**config.mk**
```make
export PLATFORM = sky130hd
export DESIGN_NAME = count_stream_decoder
export DESIGN_NICKNAME = d
export VERILOG_FILES = /design/src/rtl/count_stream_decoder_pkg.sv /design/src/rtl/count_step_classify.sv /design/src/rtl/count_stream_decoder.sv
export SDC_FILE = /design/constraint.sdc
export NUM_CORES = 1
export LEC_CHECK = 0
export CAP_MARGIN = 0
export CORE_AREA = 3 3 58 60
export DETAILED_ROUTE_END_ITERATION = 12
export DIE_AREA = 0 0 61 63
export MAX_ROUTING_LAYER = met4
export PLACE_DENSITY_LB_ADDON = 0.15
export SKIP_CTS_REPAIR_TIMING = 1
export SLEW_MARGIN = 20
export SYNTH_ARGS = -nofsm -noshare
export SYNTH_HDL_FRONTEND = slang
export SYNTH_SLANG_ARGS = --single-unit
export TNS_END_PERCENT = 1
```
**constraint.sdc**
```tcl
create_clock -name clk -period 6.2 [get_ports clk]
set_input_delay 0.93 -clock clk [delete_from_list [all_inputs] [get_ports clk]]
set_output_delay 0.93 -clock clk [all_outputs]
set_load 0.02 [all_outputs]
```
**src/rtl/count_stream_decoder_pkg.sv**
```systemverilog
// rtl/count_stream_decoder_pkg.sv - shared state and direction encodings for the count stream decoder
package count_stream_decoder_pkg;

  typedef enum logic [1:0] {
    HUNT   = 2'd0,
    SYNC   = 2'd1,
    LOCKED = 2'd2
  } state_t;

  localparam logic DIR_UP = 1'b0;
  localparam logic DIR_DN = 1'b1;

endpackage

```
**src/rtl/count_step_classify.sv**
```systemverilog
// rtl/count_step_classify.sv - classifies one observed count step as up, down or illegal
module count_step_classify #(
  parameter int WIDTH = 3
) (
  input  logic [WIDTH-1:0] i_prev,
  input  logic [WIDTH-1:0] i_val,
  output logic             o_is_up,
  output logic             o_is_dn,
  output logic             o_is_bad
);

  logic [WIDTH-1:0] w_delta;

  // Modular difference makes both wrap directions fall out naturally.
  assign w_delta  = i_val - i_prev;
  assign o_is_up  = (w_delta == WIDTH'(1));
  assign o_is_dn  = (w_delta == {WIDTH{1'b1}});
  assign o_is_bad = ~(o_is_up | o_is_dn);

endmodule

```
**src/rtl/count_stream_decoder.sv**
```systemverilog
// rtl/count_stream_decoder.sv - recovers direction from an up/down count stream and tracks lock/health
module count_stream_decoder
  import count_stream_decoder_pkg::*;
#(
  parameter int WIDTH    = 3,
  parameter int LOCK_LEN = 3,
  parameter int ERR_W    = 8
) (
  input  logic             clk,
  input  logic             n_rst,
  input  logic             in_en,
  input  logic [WIDTH-1:0] in_val,
  input  logic             clr_err,
  output logic             dir_out,
  output logic             dir_vld,
  output logic             locked,
  output logic             step_err,
  output logic [ERR_W-1:0] err_cnt
);

  localparam int RUN_W = $clog2(LOCK_LEN + 1);

  state_t           r_state;
  state_t           w_state_nxt;
  logic [RUN_W-1:0] r_run_cnt;
  logic [RUN_W-1:0] w_run_nxt;
  logic [RUN_W-1:0] w_run_inc;
  logic [WIDTH-1:0] r_prev;
  logic             r_have_prev;
  logic             r_dir_out;
  logic             r_dir_vld;
  logic             r_locked;
  logic             r_step_err;
  logic [ERR_W-1:0] r_err_cnt;
  logic             w_is_up;
  logic             w_is_dn;
  logic             w_is_bad;
  logic             w_eval;
  logic             w_bad_step;

  count_step_classify #(.WIDTH(WIDTH)) u_classify (
    .i_prev   (r_prev),
    .i_val    (in_val),
    .o_is_up  (w_is_up),
    .o_is_dn  (w_is_dn),
    .o_is_bad (w_is_bad)
  );

  // The very first sample after reset is only a reference, never a step.
  assign w_eval     = in_en & r_have_prev;
  assign w_bad_step = w_eval & w_is_bad;
  assign w_run_inc  = r_run_cnt + RUN_W'(1);

  always_ff @(posedge clk or negedge n_rst) begin
    if (!n_rst) begin
      r_state   <= HUNT;
      r_run_cnt <= '0;
    end else begin
      r_state   <= w_state_nxt;
      r_run_cnt <= w_run_nxt;
    end
  end

  always_comb begin
    w_state_nxt = r_state;
    w_run_nxt   = r_run_cnt;
    if (w_eval) begin
      if (w_is_bad) begin
        w_state_nxt = HUNT;
        w_run_nxt   = '0;
      end else begin
        case (r_state)
          HUNT: begin
            w_run_nxt   = RUN_W'(1);
            w_state_nxt = (LOCK_LEN <= 1) ? LOCKED : SYNC;
          end
          SYNC: begin
            w_run_nxt = w_run_inc;
            if (w_run_inc >= RUN_W'(LOCK_LEN)) begin
              w_state_nxt = LOCKED;
            end
          end
          LOCKED: begin
            w_state_nxt = LOCKED;
          end
          default: begin
            w_state_nxt = HUNT;
            w_run_nxt   = '0;
          end
        endcase
      end
    end
  end

  always_ff @(posedge clk or negedge n_rst) begin
    if (!n_rst) begin
      r_prev      <= '0;
      r_have_prev <= 1'b0;
      r_dir_out   <= DIR_UP;
      r_dir_vld   <= 1'b0;
      r_locked    <= 1'b0;
      r_step_err  <= 1'b0;
      r_err_cnt   <= '0;
    end else begin
      r_step_err <= 1'b0;
      r_locked   <= (w_state_nxt == LOCKED);
      if (in_en) begin
        r_prev      <= in_val;
        r_have_prev <= 1'b1;
        if (!r_have_prev) begin
          r_dir_vld <= 1'b0;
        end else if (w_is_bad) begin
          r_step_err <= 1'b1;
          r_dir_vld  <= 1'b0;
        end else if (w_is_up) begin
          r_dir_out <= DIR_UP;
          r_dir_vld <= 1'b1;
        end else if (w_is_dn) begin
          r_dir_out <= DIR_DN;
          r_dir_vld <= 1'b1;
        end
      end
      // A clear coinciding with an illegal step leaves that step counted.
      if (clr_err) begin
        r_err_cnt <= {{(ERR_W-1){1'b0}}, w_bad_step};
      end else if (w_bad_step && (r_err_cnt != {ERR_W{1'b1}})) begin
        r_err_cnt <= r_err_cnt + ERR_W'(1);
      end
    end
  end

  assign dir_out  = r_dir_out;
  assign dir_vld  = r_dir_vld;
  assign locked   = r_locked;
  assign step_err = r_step_err;
  assign err_cnt  = r_err_cnt;

endmodule

```
==> impl_metrics.ini <==
[cts]
worst_setup_hold_path_clk_slew_ns = 0.11
tritoncts = built
clk_path_buf_depth = 2
root_cell_of_the_clock_tree = sky130_fd_sc_hd__clkbuf_4
cts_num_sinks = 20
clk-insertion-delay-late_ns = 0.30
cts.htree.levels = 1
numCtsBuffers = 3

[cells_and_area]
fin_nets = 123
nFillCells = 297
final_cell_count_no_fill = 144
synthToLayoutAreaGrowth_pct = 23.4
insertedDiodeCount = 0
layout.core_utilization = 0.421
drive_above_1_share = 0.126

[sta]
worst_slew_pin_slew_ns = 0.913
setup_repair_after_global_routing_missed_its_margin = no
layout_setup_ws_ns = 3.15
timing.fmax_ghz = 0.328
final.period_utilization = 0.492
fin_setup_tns_ns = 0
fin_crit_ns = 3.05
drv_slew = 0
report.final.setup_viol = 0
max_slew_margin = 0.389
fin_skew_ns = 0.00467
hold_viol_final = 0

[logic_synthesis]
yosysTopAreaCellShare = 0.493
syn_area_sq_mm = 0.00102
yosysSeqAreaShare = 0.493
combinational_family_with_the_most_area_after_synthesis = compound AO/OA/AOI/OAI gates
yosys.area_share.simple = 0.147
avgSynthCellArea_sq_um = 11.0
proportion_of_synthesized_area_in_mux_cells = 0.0542
post_synth_inst_count = 92
synth.net_count = 103
most_numerous_cell_in_the_yosys_netlist = sky130_fd_sc_hd__dfrtp_1
synth_edf_count = 0
synth_adder_area_share = 0.0567
netlist-cell-type-count = 38
synth.largest_area_cell = sky130_fd_sc_hd__dfrtp_1
netlist_top_cells_area = sky130_fd_sc_hd__dfrtp_1, sky130_fd_sc_hd__mux2_2, sky130_fd_sc_hd__ha_1, sky130_fd_sc_hd__a21oi_1, sky130_fd_sc_hd__nand3_1
synthFlopType = sky130_fd_sc_hd__dfrtp_1
post_synth_xor_area_fraction = 0.0493
postSynth.asyncResetShare = 1.00
synth_top_cells_by_count = sky130_fd_sc_hd__dfrtp_1, sky130_fd_sc_hd__inv_1
share_of_the_synthesized_area_in_compound_gates_ao_oa_aoi_oai = 0.159
yosysWarningCount = 0
synth.ff_latch_count = 20

[critical_path]
reg2regPathDepth = 7
timing.critical_path.to_type = register
critical_path_class = in2reg
worstPathCellList = clkdlybuf4s50_1, inv_1, ha_1, fa_1, xor3_2, xnor2_2, o21ai_2, or4_1, a21oi_1
worstPathMaxFanout = 11
crit_arrival_ns = 3.29
timing.critical_path.slowest_stage_cell = sky130_fd_sc_hd__or4_1
critical-path-max-stage-delay_ns = 0.49
reg2reg_start = r_prev[0]
cp_data_required_time_ns = 6.43
regToRegSetupSlack_ns = 3.90
timing.critical_path.from_type = input pin
critical_path.reg2reg.endpoint = err_cnt[7]

[place]
hpwlAfterDp_mm = 1.36
input_output_buffers = 18
post_placement_worst_setup_slack_ns = 2.83
finalWeightedCongestion = 0.747
dpl.cell_count = 140

[die]
floorplan_core_area_sq_mm = 0.00298
dieWidth_um = 61
row_count = 20
floorplan.die.height_um = 63
total_die_area_sq_mm = 0.00384
top_level_ports = 19
initial_utilization = 0.341

[job]
timing.max_cap.violations = 0

[global_route]
grt_pass1_vias = 704
overflow = 0
grt_pass1_wl_mm = 3.21
total_global_routing_track_utilization = 0.115
grt_max_degree = 21
antenna_found_initial = 0

[power_and_ir_drop]
power_per_cell_area_mw_per_mm2 = 270
power_frac_comb = 0.300
power.clock.fraction = 0.226
max-vdd-ir-drop_mv = 0.112
power.static_leakage_uw = 0.000516
cellInternalPower_uw = 231
power_switching_share = 0.317
total_switching_power_uw = 107
p_seq_frac = 0.474
totalPowerFinal_uw = 338

[run_status]
outcome = finished clean

[route]
wl_per_cell_um = 12.9
detailedRoute.firstIterationViolations = 3
drt-total-wl_mm = 1.86
dr_total_vias = 746
drt_pass1_iterations = 4
post-route-drc-count = 0
postRouteAntennaNets = 0
vias_per_cell = 5.18

[hold_path]
hp-class = reg2reg
min_path_cells = 1
hold_start = r_have_prev
holdPathEnd = r_have_prev
## cells in the final DEF, fill, tap and decap left out, types with 2 or more instances in the layout
master and instances:
sky130_fd_sc_hd__o21ai_0 5, sky130_fd_sc_hd__ha_1 3, sky130_fd_sc_hd__nor2_1 5, sky130_fd_sc_hd__clkdlybuf4s50_1 18
sky130_fd_sc_hd__and2_1 3, sky130_fd_sc_hd__inv_1 6, sky130_fd_sc_hd__o31ai_1 3, sky130_fd_sc_hd__or4_1 2
sky130_fd_sc_hd__mux2_2 4, sky130_fd_sc_hd__nand3_1 5, sky130_fd_sc_hd__a21oi_1 5, sky130_fd_sc_hd__clkbuf_4 3
sky130_fd_sc_hd__nand2_1 4, sky130_fd_sc_hd__o211ai_1 2, sky130_fd_sc_hd__dfrtp_1 20
## worst max-delay path, delay by kind of cell
family	cells	cell delay, ns
AOI/OAI and AO/OA	2	0.32
and+or+nand+nor	1	0.49
adders and majority gates	2	0.57
buffers and inverters	2	0.51
xor gates and xnor gates	2	0.47
## routing by layer
layer / vias up / share of wire / global-route usage
li1: 371 / - / -
met1: 355 / 0.49 / 0.157
met2: 16 / 0.44 / 0.159
met3: 4 / 0.040 / 0.0248
met4: 0 / 0.027 / 0.0569
met5: - / 0 / -
## power groups by stage
| stage | combinational, uW | sequential [uW] | clock (uW) |
|---|---|---|---|
| final | 102 | 160 | 76.4 |
| after floorplan | 58.7 | 173 | 0 |
| after CTS | 103 | 161 | 80.3 |
| after detailed placement | 102 | 163 | 0 |
| after global placement | 101 | 163 | 0 |
| after global routing | 113 | 164 | 86.3 |
## final cells by class
cell class	instances	area, sq um	area share
timing repair buffer	18	180	0.144
tap	33	41.3	0.0329
clock buffer	4	36.3	0.0289
sequential	20	500	0.399
inverter	6	22.5	0.0180
multi-input combinational	63	473	0.377
## state kept, by name, summed over array words and instances, names as in the netlist
register     flops
dir_out          1
dir_vld          1
err_cnt          8
locked           1
r_have_prev      1
r_prev           3
r_run_cnt        2
r_state          2
step_err         1
## how the worst max path moves through the flow
stage / start / end / depth (start not counted)
after floorplan: in_val[0] / err_cnt[7] / 9
after global placement: in_val[0] / err_cnt[7] / 9
after detailed placement: in_val[0] / err_cnt[7] / 9
after CTS: in_val[0] / err_cnt[7] / 9
after global routing: in_val[0] / err_cnt[7] / 9
final: in_val[0] / err_cnt[7] / 9
## through the flow
step	hold WS, ns	area, sq um
after floorplan	0.452	1020
after global placement	0.468	1220
after detailed placement	0.471	1220
after CTS	0.501	1250
after global routing	0.539	1250
final	0.500	1250
## kinds of logic after synthesis
family / Yosys count
buffers and inverters: 9
muxes: 5
and+or+nand+nor: 27
DFF: 20
AOI/OAI and AO/OA: 24
xor gates and xnor gates: 3
adders and majority gates: 4
No activity file was read; power rests on OpenSTA's default activity.
